### config.mk
export PLATFORM = sky130hd
export DESIGN_NAME = alu_operand_stage_flat
export DESIGN_NICKNAME = d
export VERILOG_FILES = /design/src/rtl/alu_pkg.sv /design/src/rtl/alu_operand_stage_if.sv /design/src/rtl/regfile_2r1w.sv /design/src/rtl/alu_operand_stage.sv /design/src/flat_wrapper.sv
export SDC_FILE = /design/constraint.sdc
export NUM_CORES = 2
export LEC_CHECK = 0
export CAP_MARGIN = 10
export CORE_MARGIN = 5
export CORE_UTILIZATION = 38
export DETAILED_ROUTE_END_ITERATION = 12
export GPL_TIMING_DRIVEN = 0
export PLACE_DENSITY = 0.63
export SLEW_MARGIN = 20
export SYNTH_ARGS = -nofsm -noshare
export SYNTH_HDL_FRONTEND = slang
export SYNTH_SLANG_ARGS = --single-unit
### constraint.sdc
create_clock -name i_clk -period 5.3 [get_ports i_clk]
set_input_delay 1.06 -clock i_clk [delete_from_list [all_inputs] [get_ports i_clk]]
set_output_delay 1.06 -clock i_clk [all_outputs]
set_load 0.03 [all_outputs]
### src/rtl/alu_pkg.sv
// Shared ALU definitions: op codes, funct codes and ALUOp encodings used by the
// operand stage, the ALU and the main control unit.
package alu_pkg;

  localparam int DATA_W = 32;
  localparam int ADDR_W = 5;
  localparam int REG_N  = 2 ** ADDR_W;
  localparam int IMM_W  = 16;
  localparam int OP_W   = 4;
  localparam int FUNCT_W = 6;

  typedef logic [OP_W-1:0]    alu_op_t;
  typedef logic [FUNCT_W-1:0] funct_t;

  // ALU op codes
  localparam alu_op_t OP_AND = 4'b0000;
  localparam alu_op_t OP_OR  = 4'b0001;
  localparam alu_op_t OP_ADD = 4'b0010;
  localparam alu_op_t OP_SUB = 4'b0110;
  localparam alu_op_t OP_SLT = 4'b0111;
  localparam alu_op_t OP_NOR = 4'b1100;

  // R-type funct field values
  localparam funct_t FUNCT_ADD = 6'b100000;
  localparam funct_t FUNCT_SUB = 6'b100010;
  localparam funct_t FUNCT_AND = 6'b100100;
  localparam funct_t FUNCT_OR  = 6'b100101;
  localparam funct_t FUNCT_SLT = 6'b101010;
  localparam funct_t FUNCT_NOR = 6'b100111;

  typedef enum logic [1:0] {
    ALUOP_ADD   = 2'b00,
    ALUOP_SUB   = 2'b01,
    ALUOP_FUNCT = 2'b10,
    ALUOP_OR    = 2'b11
  } aluop_e;

  function automatic logic [DATA_W-1:0] sext_imm(input logic [IMM_W-1:0] imm);
    return {{(DATA_W - IMM_W){imm[IMM_W-1]}}, imm};
  endfunction

endpackage

### src/rtl/alu_operand_stage_if.sv
// Issue-stage bus: instruction fields and writeback port in, registered ALU
// inputs out. master = upstream driver, slave = operand stage.
interface alu_operand_stage_if;
  import alu_pkg::*;

  logic                i_valid;
  logic                i_stall;
  logic                i_flush;
  logic [ADDR_W-1:0]   i_u5_rs;
  logic [ADDR_W-1:0]   i_u5_rt;
  logic [1:0]          i_u2_aluop;
  funct_t              i_u6_funct;
  logic                i_alusrc;
  logic [IMM_W-1:0]    i_u16_imm;
  logic                i_we;
  logic [ADDR_W-1:0]   i_u5_wa;
  logic [DATA_W-1:0]   i_u32_wd;

  logic                o_valid;
  alu_op_t             o_u4_op;
  logic [DATA_W-1:0]   o_u32_din1;
  logic [DATA_W-1:0]   o_u32_din2;
  logic                o_illegal;

  modport master (
    output i_valid, i_stall, i_flush, i_u5_rs, i_u5_rt, i_u2_aluop, i_u6_funct,
           i_alusrc, i_u16_imm, i_we, i_u5_wa, i_u32_wd,
    input  o_valid, o_u4_op, o_u32_din1, o_u32_din2, o_illegal
  );

  modport slave (
    input  i_valid, i_stall, i_flush, i_u5_rs, i_u5_rt, i_u2_aluop, i_u6_funct,
           i_alusrc, i_u16_imm, i_we, i_u5_wa, i_u32_wd,
    output o_valid, o_u4_op, o_u32_din1, o_u32_din2, o_illegal
  );

endinterface

### src/rtl/regfile_2r1w.sv
// 2-read / 1-write register file with hard-wired zero r0, synchronous reset and
// write-through bypass so a same-cycle write is visible on the read ports.
module regfile_2r1w #(
  parameter int DATA_W = 32,
  parameter int ADDR_W = 5,
  parameter int REG_N  = 32
) (
  input  logic              clk_i,
  input  logic              rst_i,
  input  logic              we_i,
  input  logic [ADDR_W-1:0] wa_i,
  input  logic [DATA_W-1:0] wd_i,
  input  logic [ADDR_W-1:0] ra1_i,
  input  logic [ADDR_W-1:0] ra2_i,
  output logic [DATA_W-1:0] rd1_o,
  output logic [DATA_W-1:0] rd2_o
);

  logic [DATA_W-1:0] mem_q [REG_N];
  logic              wr_en;

  assign wr_en = we_i && (wa_i != '0);

  always_ff @(posedge clk_i) begin
    if (rst_i) begin
      for (int i = 0; i < REG_N; i++) begin
        mem_q[i] <= '0;
      end
    end else if (wr_en) begin
      mem_q[wa_i] <= wd_i;
    end
  end

  assign rd1_o = (ra1_i == '0)              ? '0   :
                 (wr_en && wa_i == ra1_i)   ? wd_i :
                                              mem_q[ra1_i];

  assign rd2_o = (ra2_i == '0)              ? '0   :
                 (wr_en && wa_i == ra2_i)   ? wd_i :
                                              mem_q[ra2_i];

endmodule

### src/rtl/alu_operand_stage.sv
// Issue stage feeding the ALU: register read, ALUOp/funct decode, imm16 select,
// and a 1-cycle output register with flush/stall and stall-time operand refresh.
module alu_operand_stage
  import alu_pkg::*;
(
  input  logic               i_clk,
  input  logic               i_rst,
  alu_operand_stage_if.slave bus
);

  logic [DATA_W-1:0] rd1;
  logic [DATA_W-1:0] rd2;

  regfile_2r1w #(
    .DATA_W (DATA_W),
    .ADDR_W (ADDR_W),
    .REG_N  (REG_N)
  ) u_regfile (
    .clk_i  (i_clk),
    .rst_i  (i_rst),
    .we_i   (bus.i_we),
    .wa_i   (bus.i_u5_wa),
    .wd_i   (bus.i_u32_wd),
    .ra1_i  (bus.i_u5_rs),
    .ra2_i  (bus.i_u5_rt),
    .rd1_o  (rd1),
    .rd2_o  (rd2)
  );

  alu_op_t dec_op;
  logic    dec_ill;

  always_comb begin
    dec_op  = OP_AND;
    dec_ill = 1'b0;
    case (aluop_e'(bus.i_u2_aluop))
      ALUOP_ADD: dec_op = OP_ADD;
      ALUOP_SUB: dec_op = OP_SUB;
      ALUOP_OR:  dec_op = OP_OR;
      ALUOP_FUNCT: begin
        case (bus.i_u6_funct)
          FUNCT_ADD: dec_op = OP_ADD;
          FUNCT_SUB: dec_op = OP_SUB;
          FUNCT_AND: dec_op = OP_AND;
          FUNCT_OR:  dec_op = OP_OR;
          FUNCT_SLT: dec_op = OP_SLT;
          FUNCT_NOR: dec_op = OP_NOR;
          default: begin
            dec_op  = OP_AND;
            dec_ill = 1'b1;
          end
        endcase
      end
      default: dec_op = OP_AND;
    endcase
  end

  logic [DATA_W-1:0] opnd2;
  logic              wb_hit;

  assign opnd2  = bus.i_alusrc ? sext_imm(bus.i_u16_imm) : rd2;
  assign wb_hit = bus.i_we && (bus.i_u5_wa != '0);

  logic              valid_q, valid_d;
  alu_op_t           op_q, op_d;
  logic [DATA_W-1:0] din1_q, din1_d;
  logic [DATA_W-1:0] din2_q, din2_d;
  logic              ill_q, ill_d;
  logic [ADDR_W-1:0] hrs_q, hrs_d;
  logic [ADDR_W-1:0] hrt_q, hrt_d;
  logic              hsrc_q, hsrc_d;

  always_comb begin
    valid_d = valid_q;
    op_d    = op_q;
    din1_d  = din1_q;
    din2_d  = din2_q;
    ill_d   = ill_q;
    hrs_d   = hrs_q;
    hrt_d   = hrt_q;
    hsrc_d  = hsrc_q;
    if (bus.i_flush) begin
      valid_d = 1'b0;
      ill_d   = 1'b0;
    end else if (bus.i_stall) begin
      // A held instruction must not miss a writeback that lands while it waits.
      if (valid_q && wb_hit) begin
        if (bus.i_u5_wa == hrs_q) begin
          din1_d = bus.i_u32_wd;
        end
        if (bus.i_u5_wa == hrt_q && !hsrc_q) begin
          din2_d = bus.i_u32_wd;
        end
      end
    end else begin
      valid_d = bus.i_valid;
      op_d    = dec_op;
      din1_d  = rd1;
      din2_d  = opnd2;
      ill_d   = bus.i_valid && dec_ill;
      hrs_d   = bus.i_u5_rs;
      hrt_d   = bus.i_u5_rt;
      hsrc_d  = bus.i_alusrc;
    end
  end

  always_ff @(posedge i_clk) begin
    if (i_rst) begin
      valid_q <= 1'b0;
      op_q    <= OP_AND;
      din1_q  <= '0;
      din2_q  <= '0;
      ill_q   <= 1'b0;
      hrs_q   <= '0;
      hrt_q   <= '0;
      hsrc_q  <= 1'b0;
    end else begin
      valid_q <= valid_d;
      op_q    <= op_d;
      din1_q  <= din1_d;
      din2_q  <= din2_d;
      ill_q   <= ill_d;
      hrs_q   <= hrs_d;
      hrt_q   <= hrt_d;
      hsrc_q  <= hsrc_d;
    end
  end

  assign bus.o_valid    = valid_q;
  assign bus.o_u4_op    = op_q;
  assign bus.o_u32_din1 = din1_q;
  assign bus.o_u32_din2 = din2_q;
  assign bus.o_illegal  = ill_q;

endmodule

### src/flat_wrapper.sv
// flat-port wrapper written by rule: the top's interface ports become plain ports
module alu_operand_stage_flat import alu_pkg::*;
  (i_clk, i_rst, bus_i_valid, bus_i_stall, bus_i_flush, bus_i_u5_rs, bus_i_u5_rt, bus_i_u2_aluop, bus_i_u6_funct, bus_i_alusrc, bus_i_u16_imm, bus_i_we, bus_i_u5_wa, bus_i_u32_wd, bus_o_valid, bus_o_u4_op, bus_o_u32_din1, bus_o_u32_din2, bus_o_illegal);
  alu_operand_stage_if bus_i ();
  input  logic i_clk;
  input  logic i_rst;
  input wire logic [$bits(bus_i.i_valid)-1:0] bus_i_valid;
  input wire logic [$bits(bus_i.i_stall)-1:0] bus_i_stall;
  input wire logic [$bits(bus_i.i_flush)-1:0] bus_i_flush;
  input wire logic [$bits(bus_i.i_u5_rs)-1:0] bus_i_u5_rs;
  input wire logic [$bits(bus_i.i_u5_rt)-1:0] bus_i_u5_rt;
  input wire logic [$bits(bus_i.i_u2_aluop)-1:0] bus_i_u2_aluop;
  input wire logic [$bits(bus_i.i_u6_funct)-1:0] bus_i_u6_funct;
  input wire logic [$bits(bus_i.i_alusrc)-1:0] bus_i_alusrc;
  input wire logic [$bits(bus_i.i_u16_imm)-1:0] bus_i_u16_imm;
  input wire logic [$bits(bus_i.i_we)-1:0] bus_i_we;
  input wire logic [$bits(bus_i.i_u5_wa)-1:0] bus_i_u5_wa;
  input wire logic [$bits(bus_i.i_u32_wd)-1:0] bus_i_u32_wd;
  output wire logic [$bits(bus_i.o_valid)-1:0] bus_o_valid;
  output wire logic [$bits(bus_i.o_u4_op)-1:0] bus_o_u4_op;
  output wire logic [$bits(bus_i.o_u32_din1)-1:0] bus_o_u32_din1;
  output wire logic [$bits(bus_i.o_u32_din2)-1:0] bus_o_u32_din2;
  output wire logic [$bits(bus_i.o_illegal)-1:0] bus_o_illegal;
  assign bus_i.i_valid = bus_i_valid;
  assign bus_i.i_stall = bus_i_stall;
  assign bus_i.i_flush = bus_i_flush;
  assign bus_i.i_u5_rs = bus_i_u5_rs;
  assign bus_i.i_u5_rt = bus_i_u5_rt;
  assign bus_i.i_u2_aluop = bus_i_u2_aluop;
  assign bus_i.i_u6_funct = bus_i_u6_funct;
  assign bus_i.i_alusrc = bus_i_alusrc;
  assign bus_i.i_u16_imm = bus_i_u16_imm;
  assign bus_i.i_we = bus_i_we;
  assign bus_i.i_u5_wa = bus_i_u5_wa;
  assign bus_i.i_u32_wd = bus_i_u32_wd;
  assign bus_o_valid = bus_i.o_valid;
  assign bus_o_u4_op = bus_i.o_u4_op;
  assign bus_o_u32_din1 = bus_i.o_u32_din1;
  assign bus_o_u32_din2 = bus_i.o_u32_din2;
  assign bus_o_illegal = bus_i.o_illegal;
  alu_operand_stage u_core (.i_clk(i_clk), .i_rst(i_rst), .bus(bus_i));
endmodule
## Yosys cells after proc, flatten, opt, wreduce, memory -nomap -nowiden

Memory sizes are Yosys's and may differ from the RTL's.
Index checks and enable logic that the tools add are counted.

- Equality and inequality tests: 16
- Muxes and demuxes: 23
- Bitwise logic cells: 2
- Reduce and logical (&&, ||, !) cells: 17

Operators by type and width:

| kind | number |
|---|---|
| two-way mux 32 bit | 12 |
| == test 6 bit (second input constant) | 6 |
| OR reduction 32 bit | 1 |
| == test 5 bit | 4 |
| case mux 4 bit (5 select lines) | 1 |
| case mux 4 bit (4 select lines) | 1 |
| logical NOT 5 bit | 2 |
| two-way mux 1 bit | 8 |
| logical AND 1 bit | 6 |
| inequality test 2 x 1 -> 1 bit (second input constant) | 3 |
| AND reduction 3 bit | 2 |
| OR reduction 6 bit | 1 |
| two-way mux 5 bit | 1 |
| nonzero test 5 bit | 1 |
| == test 2 bit (second input constant) | 2 |
| == test 2 x 1 -> 1 bit (second input constant) | 1 |
| logical NOT 2 bit | 1 |
| inverter 1 bit | 2 |
| AND reduction 2 bit | 1 |
| OR reduction 2 bit | 1 |
| logical NOT 1 bit | 1 |

- Register bits after elaboration: 81
- Bits in writable memories: 1024
- Bits of input ports: 78
- Output and inout port bits: 70
- Logic and storage cells: 67
- Memories kept: 1

Memories:

| name | words | bits a word | read ports | clocked after memory_dff | write ports | line | RTL |
|---|---|---|---|---|---|---|---|
| u_core.u_regfile.mem_q | 32 | 32 | 2 | 0 | 32 | regfile_2r1w.sv:19 | `logic [DATA_W-1:0] mem_q [REG_N];` |

## Logic depth before layout (Yosys ltp)

- Depth after elaboration: 7
- Gate-level depth with buffers: 9
- Gate-level depth less buffers: 5

## Modules after synthesis

A second synthesis with hierarchy kept.

- Cells, all modules: 4444
- Area total of the unflattened synthesis: 60280.3 µm²

By module, submodules not included:

| module | times used | cells each | area an instance (µm²) | seq. area each (µm²) |
|---|---|---|---|---|
| regfile_2r1w | 1 | 3918 | 55723.4 | 30749.5 |
| alu_operand_stage | 1 | 526 | 4556.9 | 1621.6 |

## Worst setup path before layout

OpenSTA, ideal clock, no wires.

- Path type: in2reg
- From: in i_rst
- To: mem u_core.u_regfile.mem_q[20][0] (enable)
- Library setup time: 0.466 ns
- Arrival time: 4.651 ns
- Required time: 4.834 ns
- Path slack: 0.184 ns
- Stages: 6
- Path buffers: 3
- Path through: clkbuf_1 > nor2_1 > or4b_2 > buf_2 > clkbuf_1 > o21ai_0

RTL lines:

| element | line | RTL |
|---|---|---|
| start: declaration | flat_wrapper.sv:6 | `input logic i_rst;` |
| end: declaration | regfile_2r1w.sv:19 |  |

==> summary.md <==
| Metric | Value |
|---|---|
| Seq pwr share | `0.473` |
| Most common cell after layout, fill and taps aside | `edfxtp_1` |
| Most frequent cells in the layout | `edfxtp_1 (1024), nor3_1 (644), mux4_2 (544)` |
| Setup bufs post-CTS | `0` |
| VDD IR max | `0.265 mV` |
| RSZ-0062 raised after global routing | `false` |
| Unique masters post-synth | `58` |
| Part of the cycle the worst path needs | `0.886` |
| Pwr Density | `325 mW/mm²` |
| Row count | `143` |
| Via-to-Cell Ratio | `6.57` |
| Port buffer count | `136` |
| Post-DP HPWL | `176000 µm` |
| Routed Antenna Nets | `0` |
| First-pass GRT wire length | `319000 µm` |
| Router iterations before antenna repair | `9` |
| Layout cell share with drive strength beyond 1 | `0.222` |
| Hold depth | `2` |
| Clock transition at the registers of the reported paths | `0.07 ns` |
| Async SR Flop Fraction | `0` |
| # clock sinks | `1105` |
| Min-Delay Path Class | `register to register` |
| Core Region | `0.151 mm²` |
| WL/cell | `36.4 µm` |
| Leak Pwr | `0.0210 µW` |
| Pre-CTS WS | `0.153 ns` |
| Post_cts resized | `0` |
| Final Hold Viols | `0` |
| Sequential fraction of the synthesis area | `0.561` |
| Largest net degree at the start of global routing | `33` |
| Worst EP required | `5.72 ns` |
| I/O pin count | `148` |
| Vias in the first global route | `40500` |
| Worst setup margin | `0.605 ns` |
| CP Class | `input port to register` |
| Reg2reg path depth | `5` |
| Die Footprint | `0.160 mm²` |
| GRT overflow | `0` |
| Worst EP arrival | `5.12 ns` |
| Fmax | `0.213 GHz` |
| Cell Int Power | `15800 µW` |
| Most utilized layer in the global route result | `met2` |
| Top FF cell, synth | `edfxtp_1` |
| Met3 usage | `0.124` |
| GRT Total Usage | `0.288` |
| TritonCTS buffer count | `110` |
| Height of the die | `400 µm` |
| Fin util | `0.442` |
| #FFs+latches synth | `1105` |
| Final setup viols | `0` |
| Post-synth EDFFs | `1024` |
| Final Max Tran Viols | `0` |
| Switching Share | `0.271` |
| Post-synth top area share | `0.533` |
| Met1 GRT Util | `0.376` |
| Final min period | `4.70 ns` |
| Largest cells by area after synthesis | `edfxtp_1 (53%), mux4_2 (21%), nor3_1 (5.6%)` |
| H-tree depth | `3` |
| CP endpoint kind | `register` |
| DR iter-0 viols | `7938` |
| Layout area overhead | `15.9%` |
| Vias post-DR | `42300` |
| Sw Pwr | `5890 µW` |
| CTS Hold Bufs | `0` |
| Yosys Warn Count | `0` |
| Die W | `400 µm` |
| Drt drc | `0` |
| GR Util met2 | `0.422` |
| CP max FO | `17` |
| Normalized max-slew margin | `0.114` |
| Max Cap Viol | `0` |
| Post-Syn Area per Cell | `14.5 µm²` |
| Max Root-Sink Buffers | `3` |
| Slew @ Worst Pin | `1.33 ns` |
| Routed wire length | `234000 µm` |
| Initial Utilization | `0.381` |
| Area leader, netlist | `edfxtp_1` |
| Cell count after synthesis | `3978` |
| Skew final | `0.0292 ns` |
| Initial antenna violation count | `13` |
| Combinational Power Share | `0.147` |
| CTS tree | `built` |
| Root Driver | `clkbuf_16` |
| Worst-Skew Late Latency | `0.74 ns` |
| Outcome | `complete, no violations` |
| CP startpoint kind | `input port` |
| Clk pwr share | `0.380` |
| Final net count | `4377` |
| Mapped cell area | `0.0577 mm²` |
| GP Congestion | `1.02` |
[sequential cells by signal (all words and copies together) (netlist names)]
| register | flops |
|---|---|
| u_core.bus.o_u4_op | 4 |
| u_core.u_regfile.mem_q | 1024 |
| u_core.bus.o_illegal | 1 |
| u_core.bus.o_valid | 1 |
| u_core.bus.o_u32_din1 | 32 |
| u_core.hsrc_q | 1 |
| u_core.bus.o_u32_din2 | 32 |
| u_core.hrs_q | 5 |
| u_core.hrt_q | 5 |
[worst max-delay path, cell delays in order]
cell             delay [ns]
clkdlybuf4s50_1        0.78
inv_1                  0.17
nor2_1                 0.24
nand3b_1               0.51
clkbuf_2               0.66
clkbuf_2               0.58
o21ai_4                0.81
buf_16                 0.25
[layer usage]
layer	share of wire	vias up
li1	-	16500
met1	0.36	21600
met2	0.43	3564
met3	0.16	593
met4	0.051	14
met5	0.0014	-
[through the flow]
step                hold slack (ns)  area (µm²)   TNS, ns  power (µW)  std cells
floorplan                     0.437       57800         0       12100       4009
global placement              0.449       61700  -3525.49       13400       6175
detailed placement            0.454       63100         0       13500       6217
CTS                           0.463       66800         0       21500       6422
global route                  0.492       66800         0       22100       6423
finish                        0.467       66800         0       21700       6437
[Yosys cell counts, types with 2 or more instances]
master / n
a41oi_1: 4
o21ai_0: 46
o221ai_1: 4
inv_1: 26
nor2b_1: 6
a21oi_1: 82
edfxtp_1: 1024
nand3_1: 7
or3_1: 4
a211oi_1: 2
or2_2: 2
nand4_1: 13
a311o_1: 4
clkbuf_1: 374
and2_1: 374
mux2i_1: 74
mux4_2: 544
buf_4: 13
buf_2: 84
nand2_1: 151
nand3b_1: 2
buf_6: 8
and4_1: 3
a211oi_2: 2
a31o_2: 2
buf_1: 21
nor3_1: 644
a311oi_1: 3
o22ai_1: 21
a22oi_1: 160
dfxtp_1: 81
a311oi_2: 29
nor4_1: 13
clkinv_1: 2
a2111oi_2: 11
mux2_2: 12
xor2_1: 10
a21o_1: 2
xnor2_1: 10
a2111oi_0: 17
nor2_1: 69
nor3b_1: 2
[area by class of cell]
type	instances	area (µm²)
Buffer	500	2130
Tap cell	2030	2540
Clock buffer	138	2980
Fill cell	13600	84500
Timing Repair Buffer	178	2400
Clock inverter	67	689
Multi-Input combinational cell	2376	23600
Antenna cell	15	37.5
Inverter	28	105
Sequential cell	1105	32400
[power by group through the flow]
stage	sequential (µW)	clock, µW	combinational [µW]
3_3_place_gp	10500	0	2910
3_5_place_dp	10500	0	3050
4_1_cts	10300	8220	3060
6_report	10300	8250	3190
5_1_grt	10300	8560	3220
2_1_floorplan	10400	0	1670
[path summary, 6_finish.rpt]
kind | from | endpoint | slack (ns)
worst max-delay path | bus_i_we | u_core.u_regfile.mem_q[2][10] | 0.60
worst min-delay path | u_core.hsrc_q | u_core.hsrc_q | 0.47
worst max register to register | u_core.bus.o_valid | u_core.bus.o_u32_din1[13] | 2.68
worst min register to register | u_core.hsrc_q | u_core.hsrc_q | 0.47
[cells by family (layout without fill, tap and decap cells)]
kind of cell           count (synthesis)  count (layout)  synth area share
AND/OR/NAND/NOR                     1295            1295             0.117
flip-flops                          1105            1105             0.561
multiplexers                         630             630             0.228
buffers and inverters                528             911            0.0381
AO/OA/AOI/OAI                        399             399            0.0525
XOR/XNOR                              20              20           0.00304
other                                  1              47         0.0000650
(Power assumes the default switching activity.)
